<file path="src/rtl/wb_arbiter_if.sv">
// Writeback arbiter bus: ALU and LSU result inputs and the register file write port.
// Latency: not applicable (signal bundle only).
// Backpressure: alu_stall holds the ALU result; lsu_ready gates LSU pushes.
interface wb_arbiter_if #(
    parameter int XLEN  = 32,
    parameter int AW    = 5,
    parameter int DEPTH = 2
);
    logic                          alu_valid;
    logic [AW-1:0]                 alu_rd;
    logic [XLEN-1:0]               alu_data;
    logic                          alu_stall;
    logic                          lsu_valid;
    logic                          lsu_ready;
    logic [AW-1:0]                 lsu_rd;
    logic [XLEN-1:0]               lsu_data;
    logic                          RegWrite;
    logic [AW-1:0]                 addD;
    logic [XLEN-1:0]               WB_out;
    logic [2**AW-1:0]              busy_mask;
    logic [$clog2(DEPTH+1)-1:0]    fifo_count;

    // Pipeline side: produces results, observes the write port and backpressure.
    modport master (
        output alu_valid, alu_rd, alu_data, lsu_valid, lsu_rd, lsu_data,
        input  alu_stall, lsu_ready, RegWrite, addD, WB_out, busy_mask, fifo_count
    );

    // Arbiter side.
    modport slave (
        input  alu_valid, alu_rd, alu_data, lsu_valid, lsu_rd, lsu_data,
        output alu_stall, lsu_ready, RegWrite, addD, WB_out, busy_mask, fifo_count
    );
endinterface

</file>
<file path="src/rtl/wb_arbiter.sv">
// Writeback arbiter: merges ALU results (priority) and FIFO-buffered LSU results into one registered write.
// Latency: ALU result written 1 cycle after presentation; LSU result at least 2 cycles after push.
// Backpressure: lsu_ready drops when the FIFO is full; alu_stall asserts when the FIFO head has aged out.
module wb_arbiter #(
    parameter int XLEN       = 32,
    parameter int AW         = 5,
    parameter int DEPTH      = 2,
    parameter int STARVE_MAX = 4
) (
    input  logic          clk,
    input  logic          rst,
    wb_arbiter_if.slave   wb
);
    localparam int PW = (DEPTH > 1) ? $clog2(DEPTH) : 1;
    localparam int CW = $clog2(DEPTH + 1);
    localparam int GW = (STARVE_MAX > 0) ? $clog2(STARVE_MAX + 1) : 1;

    localparam logic [CW-1:0] DEPTH_C  = CW'(DEPTH);
    localparam logic [GW-1:0] STARVE_C = GW'(STARVE_MAX);
    localparam logic [PW-1:0] LAST_C   = PW'(DEPTH - 1);

    // FIFO storage; per-slot valid bits drive busy_mask directly.
    logic [AW-1:0]   rd_mem_q  [DEPTH];
    logic [XLEN-1:0] dat_mem_q [DEPTH];
    logic [DEPTH-1:0] vld_q, vld_d;
    logic [PW-1:0]   wr_ptr_q, wr_ptr_d;
    logic [PW-1:0]   rd_ptr_q, rd_ptr_d;
    logic [CW-1:0]   count_q, count_d;
    logic [GW-1:0]   age_q, age_d;

    // Registered write port.
    logic            we_q, we_d;
    logic [AW-1:0]   addr_q, addr_d;
    logic [XLEN-1:0] data_q, data_d;

    logic            nonempty;
    logic            ready;
    logic            stall;
    logic            push;
    logic            pop;
    logic [2**AW-1:0] busy;

    // Handshake decisions; ready and stall depend on registered state only.
    always_comb begin
        nonempty = (count_q != '0);
        ready    = !rst && (count_q < DEPTH_C);
        stall    = !rst && nonempty && (age_q >= STARVE_C);
        push     = wb.lsu_valid && ready;
        pop      = stall || (!wb.alu_valid && nonempty);
    end

    // Next-state: pick the write source, advance pointers, occupancy and head age.
    always_comb begin
        vld_d    = vld_q;
        wr_ptr_d = wr_ptr_q;
        rd_ptr_d = rd_ptr_q;
        count_d  = count_q;
        age_d    = age_q;
        we_d     = 1'b0;
        addr_d   = addr_q;
        data_d   = data_q;

        if (pop) begin
            we_d            = (rd_mem_q[rd_ptr_q] != '0);
            addr_d          = rd_mem_q[rd_ptr_q];
            data_d          = dat_mem_q[rd_ptr_q];
            vld_d[rd_ptr_q] = 1'b0;
            rd_ptr_d        = (rd_ptr_q == LAST_C) ? '0 : rd_ptr_q + PW'(1);
        end else if (wb.alu_valid) begin
            we_d   = (wb.alu_rd != '0);
            addr_d = wb.alu_rd;
            data_d = wb.alu_data;
        end

        if (push) begin
            vld_d[wr_ptr_q] = 1'b1;
            wr_ptr_d        = (wr_ptr_q == LAST_C) ? '0 : wr_ptr_q + PW'(1);
        end

        if (push && !pop) begin
            count_d = count_q + CW'(1);
        end else if (pop && !push) begin
            count_d = count_q - CW'(1);
        end

        // The head's age restarts whenever it leaves or there is no head at all.
        if (pop || !nonempty) begin
            age_d = '0;
        end else if (age_q < STARVE_C) begin
            age_d = age_q + GW'(1);
        end
    end

    // Control and write-port state with synchronous reset; reset flushes the FIFO.
    always_ff @(posedge clk) begin
        if (rst) begin
            vld_q    <= '0;
            wr_ptr_q <= '0;
            rd_ptr_q <= '0;
            count_q  <= '0;
            age_q    <= '0;
            we_q     <= 1'b0;
            addr_q   <= '0;
            data_q   <= '0;
        end else begin
            vld_q    <= vld_d;
            wr_ptr_q <= wr_ptr_d;
            rd_ptr_q <= rd_ptr_d;
            count_q  <= count_d;
            age_q    <= age_d;
            we_q     <= we_d;
            addr_q   <= addr_d;
            data_q   <= data_d;
        end
    end

    // FIFO payload: no reset needed, validity lives in vld_q.
    always_ff @(posedge clk) begin
        if (push) begin
            rd_mem_q[wr_ptr_q]  <= wb.lsu_rd;
            dat_mem_q[wr_ptr_q] <= wb.lsu_data;
        end
    end

    // Registers still owed an LSU write; x0 is never a hazard.
    always_comb begin
        busy = '0;
        for (int i = 0; i < DEPTH; i++) begin
            if (vld_q[i]) begin
                busy[rd_mem_q[i]] = 1'b1;
            end
        end
        busy[0] = 1'b0;
    end

    assign wb.alu_stall  = stall;
    assign wb.lsu_ready  = ready;
    assign wb.RegWrite   = we_q;
    assign wb.addD       = addr_q;
    assign wb.WB_out     = data_q;
    assign wb.busy_mask  = busy;
    assign wb.fifo_count = count_q;
endmodule

</file>
<file path="src/flat_wrapper.sv">
// flat-port wrapper written by rule: the top's interface ports become plain ports
module wb_arbiter_flat 
#(
    parameter int XLEN       = 32,
    parameter int AW         = 5,
    parameter int DEPTH      = 2,
    parameter int STARVE_MAX = 4
)
  (clk, rst, wb_alu_valid, wb_alu_rd, wb_alu_data, wb_lsu_valid, wb_lsu_rd, wb_lsu_data, wb_alu_stall, wb_lsu_ready, wb_RegWrite, wb_addD, wb_WB_out, wb_busy_mask, wb_fifo_count);
  wb_arbiter_if #(.XLEN(XLEN), .AW(AW), .DEPTH(DEPTH)) wb_i ();
  input  logic clk;
  input  logic rst;
  input wire logic [$bits(wb_i.alu_valid)-1:0] wb_alu_valid;
  input wire logic [$bits(wb_i.alu_rd)-1:0] wb_alu_rd;
  input wire logic [$bits(wb_i.alu_data)-1:0] wb_alu_data;
  input wire logic [$bits(wb_i.lsu_valid)-1:0] wb_lsu_valid;
  input wire logic [$bits(wb_i.lsu_rd)-1:0] wb_lsu_rd;
  input wire logic [$bits(wb_i.lsu_data)-1:0] wb_lsu_data;
  output wire logic [$bits(wb_i.alu_stall)-1:0] wb_alu_stall;
  output wire logic [$bits(wb_i.lsu_ready)-1:0] wb_lsu_ready;
  output wire logic [$bits(wb_i.RegWrite)-1:0] wb_RegWrite;
  output wire logic [$bits(wb_i.addD)-1:0] wb_addD;
  output wire logic [$bits(wb_i.WB_out)-1:0] wb_WB_out;
  output wire logic [$bits(wb_i.busy_mask)-1:0] wb_busy_mask;
  output wire logic [$bits(wb_i.fifo_count)-1:0] wb_fifo_count;
  assign wb_i.alu_valid = wb_alu_valid;
  assign wb_i.alu_rd = wb_alu_rd;
  assign wb_i.alu_data = wb_alu_data;
  assign wb_i.lsu_valid = wb_lsu_valid;
  assign wb_i.lsu_rd = wb_lsu_rd;
  assign wb_i.lsu_data = wb_lsu_data;
  assign wb_alu_stall = wb_i.alu_stall;
  assign wb_lsu_ready = wb_i.lsu_ready;
  assign wb_RegWrite = wb_i.RegWrite;
  assign wb_addD = wb_i.addD;
  assign wb_WB_out = wb_i.WB_out;
  assign wb_busy_mask = wb_i.busy_mask;
  assign wb_fifo_count = wb_i.fifo_count;
  wb_arbiter #(.XLEN(XLEN), .AW(AW), .DEPTH(DEPTH), .STARVE_MAX(STARVE_MAX)) u_core (.clk(clk), .rst(rst), .wb(wb_i));
endmodule
</file>
<file path="config.mk">
export PLATFORM = sky130hd
export DESIGN_NAME = wb_arbiter_flat
export DESIGN_NICKNAME = d
export VERILOG_FILES = /design/src/rtl/wb_arbiter_if.sv /design/src/rtl/wb_arbiter.sv /design/src/flat_wrapper.sv
export SDC_FILE = /design/constraint.sdc
export NUM_CORES = 1
export LEC_CHECK = 0
export BUFFER_PORTS_ARGS = -buffer_cell sky130_fd_sc_hd__buf_2
export CORE_MARGIN = 4
export CORE_UTILIZATION = 48
export CTS_CLUSTER_DIAMETER = 150
export DETAILED_ROUTE_END_ITERATION = 8
export HOLD_SLACK_MARGIN = 0.06
export PLACE_DENSITY = 0.81
export SYNTH_ARGS = -nofsm -noshare
export SYNTH_HDL_FRONTEND = slang
export SYNTH_SLANG_ARGS = --single-unit
</file>
<file path="constraint.sdc">
create_clock -name clk -period 6.18 [get_ports clk]
set_input_delay 0.618 -clock clk [delete_from_list [all_inputs] [get_ports clk]]
set_output_delay 0.618 -clock clk [all_outputs]
set_load 0.005 [all_outputs]
</file>
Word-level counts from Yosys, hierarchy flattened
Memory sizes are Yosys's and may differ from the RTL's. A register that Yosys moved wholly into a read port is not among the register bits.
Index checks and enable logic that the tools add are counted.
{"block": "word_totals", "regBits": 47, "mem_count": 2, "elab_cells": 82, "ramBits": 74, "output_inout_bits": 74}
{"name": "u_core.dat_mem_q", "depth": 2, "word_bits": 32, "read_ports": 1, "rd_ports_with_merged_regs": 1, "write_ports": 1, "line_no": "wb_arbiter.sv:24", "text": "logic [XLEN-1:0] dat_mem_q [DEPTH];"}
{"name": "u_core.rd_mem_q", "depth": 2, "word_bits": 5, "read_ports": 3, "rd_ports_with_merged_regs": 1, "write_ports": 1, "line_no": "wb_arbiter.sv:23", "text": "logic [AW-1:0] rd_mem_q [DEPTH];"}
{"block": "classes", "n_reduce_logical": 24, "addsub": 5, "mux": 28, "order_cmp": 11, "bitwise": 4}
{"op": "2-to-1 mux 32 bit", "n": 4}
{"op": "bitwise OR 32 bit", "n": 1}
{"op": "2-to-1 mux 1 bit", "n": 14}
{"op": "less-than comparator 5 x 6 -> 1 bit, second input constant", "n": 2}
{"op": "logical AND 1 bit", "n": 11}
{"op": "demux 1 bit (select 5 bit)", "n": 2}
{"op": ">= comparator 5 x 1 -> 1 bit, second input constant", "n": 2}
{"op": "2-to-1 mux 5 bit", "n": 2}
{"op": "nonzero test 5 bit", "n": 2}
{"op": "2-to-1 mux 2 bit", "n": 4}
{"op": "nonzero test 2 bit", "n": 3}
{"op": "zero test 1 bit", "n": 5}
{"op": "less-than comparator 1 x 2 -> 1 bit, second input constant", "n": 2}
{"op": "adder 3 x 1 -> 3 bit, second input constant", "n": 1}
{"op": ">= comparator 3 bit, second input constant", "n": 1}
{"op": "less-than comparator 3 bit, second input constant", "n": 1}
{"op": "adder 1 bit, second input constant", "n": 2}
{"op": "adder 2 x 1 -> 2 bit, second input constant", "n": 1}
{"op": "AND 2 bit", "n": 1}
{"op": "demux 1 bit (select 1 bit)", "n": 2}
{"op": ">= comparator 1 bit, second input constant", "n": 2}
{"op": "logical OR 1 bit", "n": 2}
{"op": "less-than comparator 2 bit, second input constant", "n": 1}
{"op": "NOT 2 bit", "n": 1}
{"op": "3 further kinds", "n": 3}

Longest topological paths before layout
{"block": "depth", "depth_word": 9, "depth_mapped": 7, "mapped_depth_nobuf": 7}

Worst setup path before layout
OpenSTA, ideal clock, no wires.
{"block": "synth_timing", "path_kind": "input to register", "start": "input rst", "end": "memory u_core.dat_mem_q[0][0] (enable)", "n_path_buf": 0, "slack_ns": 3.879, "setup_time_ns": 0.392, "path_stages": 4, "required_time_ns": 5.788, "arrival_time_ns": 1.909, "path_cell_list": "nor2_1 > nand2_1 > or2_2 > inv_1"}
{"block": "synth_via", "elab_chain_cells": 5}
{"element": "from (decl)", "line_no": "flat_wrapper.sv:12", "text": "input logic rst;"}
{"element": "zero test 1 bit", "line_no": "wb_arbiter.sv:46", "text": "ready = !rst && (count_q < DEPTH_C);"}
{"element": "logical AND 1 bit", "line_no": "wb_arbiter.sv:46"}
{"element": "logical AND 1 bit", "line_no": "wb_arbiter.sv:48", "text": "push = wb.lsu_valid && ready;"}
{"element": "2-to-1 mux 1 bit", "line_no": "wb_arbiter.sv:119", "text": "if (push) begin"}
{"element": "2-to-1 mux 1 bit (implied by the code)", "line_no": "wb_arbiter.sv:121", "text": "dat_mem_q[wr_ptr_q] <= wb.lsu_data;"}
{"element": "to (decl)", "line_no": "wb_arbiter.sv:24"}
Every way passes these cells.

==> results by group <==
Run status
  – Status: completed

STA
  – Measured slew at the worst slew-check pin: 1070 ps
  – Final hold vios: 0
  – Max Freq: 398 MHz
  – Slew HR: 28.7%
  – Fin Setup TNS: 0 ps
  – Final period utilization: 40.7%
  – Pins Over Slew Limit: 0
  – # setup viols final: 0
  – Tmin final: 2520 ps
  – RSZ-0062 raised after global routing: no
  – Worst clock skew: 9.41 ps

Cells and area
  – Layout Cell Area excl Fill: 0.00646 sq mm
  – Fillers: 833
  – # diodes: 0
  – Net count, final: 620
  – Synthesis-to-finish area growth: 27.4%
  – Final Non-Filler Cells: 689
  – Layout cells sized above 1: 37.6%

Synthesis
  – Cell Area, Synth: 0.00507 sq mm
  – Seq/Total Area, Yosys: 62.8%
  – Number of flops mapped to enable cells by yosys: 74
  – Post-synth ARST share: 0%
  – Synth warn: 0
  – Syn Area/Cell: 12.8 sq um
  – Gate Count Post-Synth: 397
  – Register bit count reported by yosys: 122
  – Syn nets: 477
  – Synth cell types: 40
  – Top FF cell, synth: edfxtp_1

Place
  – Post-DP Area: 0.00587 sq mm
  – Number of port buffers: 150
  – Routability cong.: 0.826
  – Detail Placement HPWL: 8020 um
  – Placed Cells incl. Taps: 657

Clocking
  – Buffer type at the clock tree root: clkbuf_8
  – Clock transition at path regs: 60 ps
  – Clk Latency, worst-skew pair: 510 ps
  – Hold buffers post-CTS: 0
  – Setup bufs post-CTS: 0
  – CTS tree: built
  – Resize count post-CTS: 0
  – Sink Count: 122
  – CTS buffer count: 17
  – Htree depth: 4
  – Longest Clk Path Bufs: 2

Setup path
  – Critical path required time: 5560 ps
  – Top delay family on crit path: simple AND/OR/NAND/NOR gates
  – Capturing point of the worst reg2reg path: u_core.rd_mem_q[0][2]
  – R2r setup slk: 3870 ps
  – Worst stage delay on the critical path: 550 ps
  – Buf/Inv on CP: 1
  – R2R depth: 5
  – Crit path capture type: output pin
  – R2R Path Start: u_core.wb.fifo_count[1]
  – Critical Path Fanout Max: 9
  – Launch point of the worst path: u_core.rd_mem_q[0][2]
  – Sequence of cells on the critical path: or3b_2 -> o22ai_1 -> buf_2
  – CP Class: flop to output pin
  – Crit-path slowest cell: or3b_2
  – Arrival @ worst endpoint: 1900 ps
  – Worst setup SP type: flop

Floorplan
  – Die Y-Extent: 111 um
  – Core footprint: 0.0103 sq mm
  – Die width: 111 um
  – I/O pins: 152
  – Die area: 0.0123 sq mm
  – Initial Util: 49.1%
  – # rows: 37

Detailed routing
  – Post-DRT Antenna Nets: 0
  – TritonRoute pass-1 iters: 5
  – Final WL: 11900 um
  – Via count: 3787
  – Iter 0 DRT Violations: 373
  – DRC Markers: 0
  – Avg Vias per Cell: 5.50
  – Routed len/inst: 17.3 um

Hold path
  – Hold path depth: 1
  – Min-delay worst type: input pin to flop
  – Worst Hold Path EP: u_core.dat_mem_q[0][29]
  – Worst Hold Launch: wb_lsu_data[29]

Global route
  – Gr usage total: 19.5%
  – GRT Residual Overflow: 0
  – Number of global-route vias before repair: 3827
  – Antenna violations before repair: 0
  – First-pass GRT wire length: 19300 um
  – Largest net degree at the start of global routing: 51

Power and ir drop
  – Static Leakage: 2.49 nW
  – Tot Pwr: 2.53 mW
  – Cell area power density: 392 mW/mm^2
  – Maximum VDD drop: 0.203 mV

Flow run
  – Max Cap Viol: 0
-- layout by cell type (no fill, tap or decap), drive strengths merged, types with 2 or more instances in the layout --
master | synthesis | routed
a211oi | 46 | 46
a21oi | 19 | 19
a22oi | 14 | 14
and2 | 2 | 2
buf | 15 | 152
bufinv | 0 | 3
clkbuf | 13 | 22
clkinv | 0 | 5
dfxtp | 48 | 48
edfxtp | 74 | 74
ha | 2 | 2
inv | 3 | 4
mux2 | 13 | 13
mux2i | 24 | 24
nand2 | 18 | 18
nand2b | 2 | 2
nand3 | 4 | 4
nand3b | 10 | 10
nor2 | 8 | 8
nor2b | 24 | 24
nor3 | 2 | 2
o21ai | 4 | 4
o22ai | 31 | 31
or3 | 3 | 3
or3b | 6 | 6
xor2 | 2 | 2
-- where the power goes --
group	internal [mW]	switching, mW
logic	0.232	0.242
registers	0.980	0.103
clock network	0.626	0.350
total	1.84	0.695
-- registers in the layout, summed over array words and instances (netlist names), named ones only --
name / flops
u_core.rd_ptr_q: 1
u_core.dat_mem_q: 64
u_core.wb.WB_out: 32
u_core.wb.RegWrite: 1
u_core.age_q: 3
u_core.rd_mem_q: 10
u_core.wb.addD: 5
u_core.wr_ptr_q: 1
u_core.vld_q: 2
u_core.wb.fifo_count: 2
-- stage by stage --
| stage | utilization, % | setup slack, ps | hold slack [ps] |
|---|---|---|---|
| 3_3_place_gp | 56.9 | 3210 | 407 |
| 3_5_place_dp | 56.9 | 3100 | 424 |
| 6_report | 62.6 | 3660 | 292 |
| 4_1_cts | 62.6 | 3640 | 262 |
| 5_1_grt | 62.6 | 3480 | 279 |
| 2_1_floorplan | - | 3880 | 398 |
-- layer usage --
layer / up-vias / routed length, um / global-route usage [%]
li1: 1826 / - / -
met5: - / 0 / 0
met4: 0 / 199 / 6.98
met1: 1755 / 5140 / 25.2
met2: 184 / 5460 / 30.7
met3: 22 / 1090 / 6.60
-- cells by family (layout without fill, tap and decap cells) --
logic type,after synthesis,in the layout,share of synthesized area (%)
compound gates,118,118,16.0
xor+xnor,3,3,0.518
fa+ha+maj,2,2,0.494
buf+inv,31,187,2.89
flops,122,122,62.8
mux,37,37,7.63
other cells,1,1,0.0740
simple gates,83,83,9.58
-- worst max path at each step --
stage	cells past startpoint	to	slack [ps]
2_1_floorplan	4	u_core.dat_mem_q[0][0]	3880
3_3_place_gp	6	u_core.dat_mem_q[0][10]	3210
3_5_place_dp	6	u_core.dat_mem_q[0][12]	3100
4_1_cts	3	wb_busy_mask[10]	3640
5_1_grt	6	u_core.dat_mem_q[0][14]	3480
6_report	3	wb_busy_mask[17]	3660
-- final cells by class --
class / count / area [sq um] / share of cell area [%]
multi-input cells: 244 / 1740 / 27.0
repair buffers: 152 / 766 / 11.9
inverters: 3 / 11.3 / 0.174
clock buffers: 22 / 443 / 6.86
flip-flops and latches: 122 / 3180 / 49.3
well taps: 136 / 170 / 2.64
clock inverters: 10 / 143 / 2.21
-- cell usage after synthesis, types with 5 or more instances --
| cell type | count | area share [%] |
|---|---|---|
| nor2b_1 | 24 | 3.0 |
| nor2_1 | 7 | 0.52 |
| edfxtp_1 | 74 | 44 |
| mux2_2 | 13 | 2.9 |
| clkbuf_1 | 13 | 0.96 |
| nand3b_1 | 10 | 1.5 |
| buf_2 | 9 | 0.89 |
| mux2i_1 | 24 | 4.7 |
| dfxtp_1 | 48 | 19 |
| a21oi_1 | 18 | 1.8 |
| o22ai_1 | 31 | 3.8 |
| a22oi_1 | 14 | 2.1 |
| or3b_2 | 6 | 1.0 |
| a211oi_1 | 44 | 6.5 |
| nand2_1 | 18 | 1.3 |
| buf_4 | 5 | 0.74 |
Power figures use the tool's default switching activity.
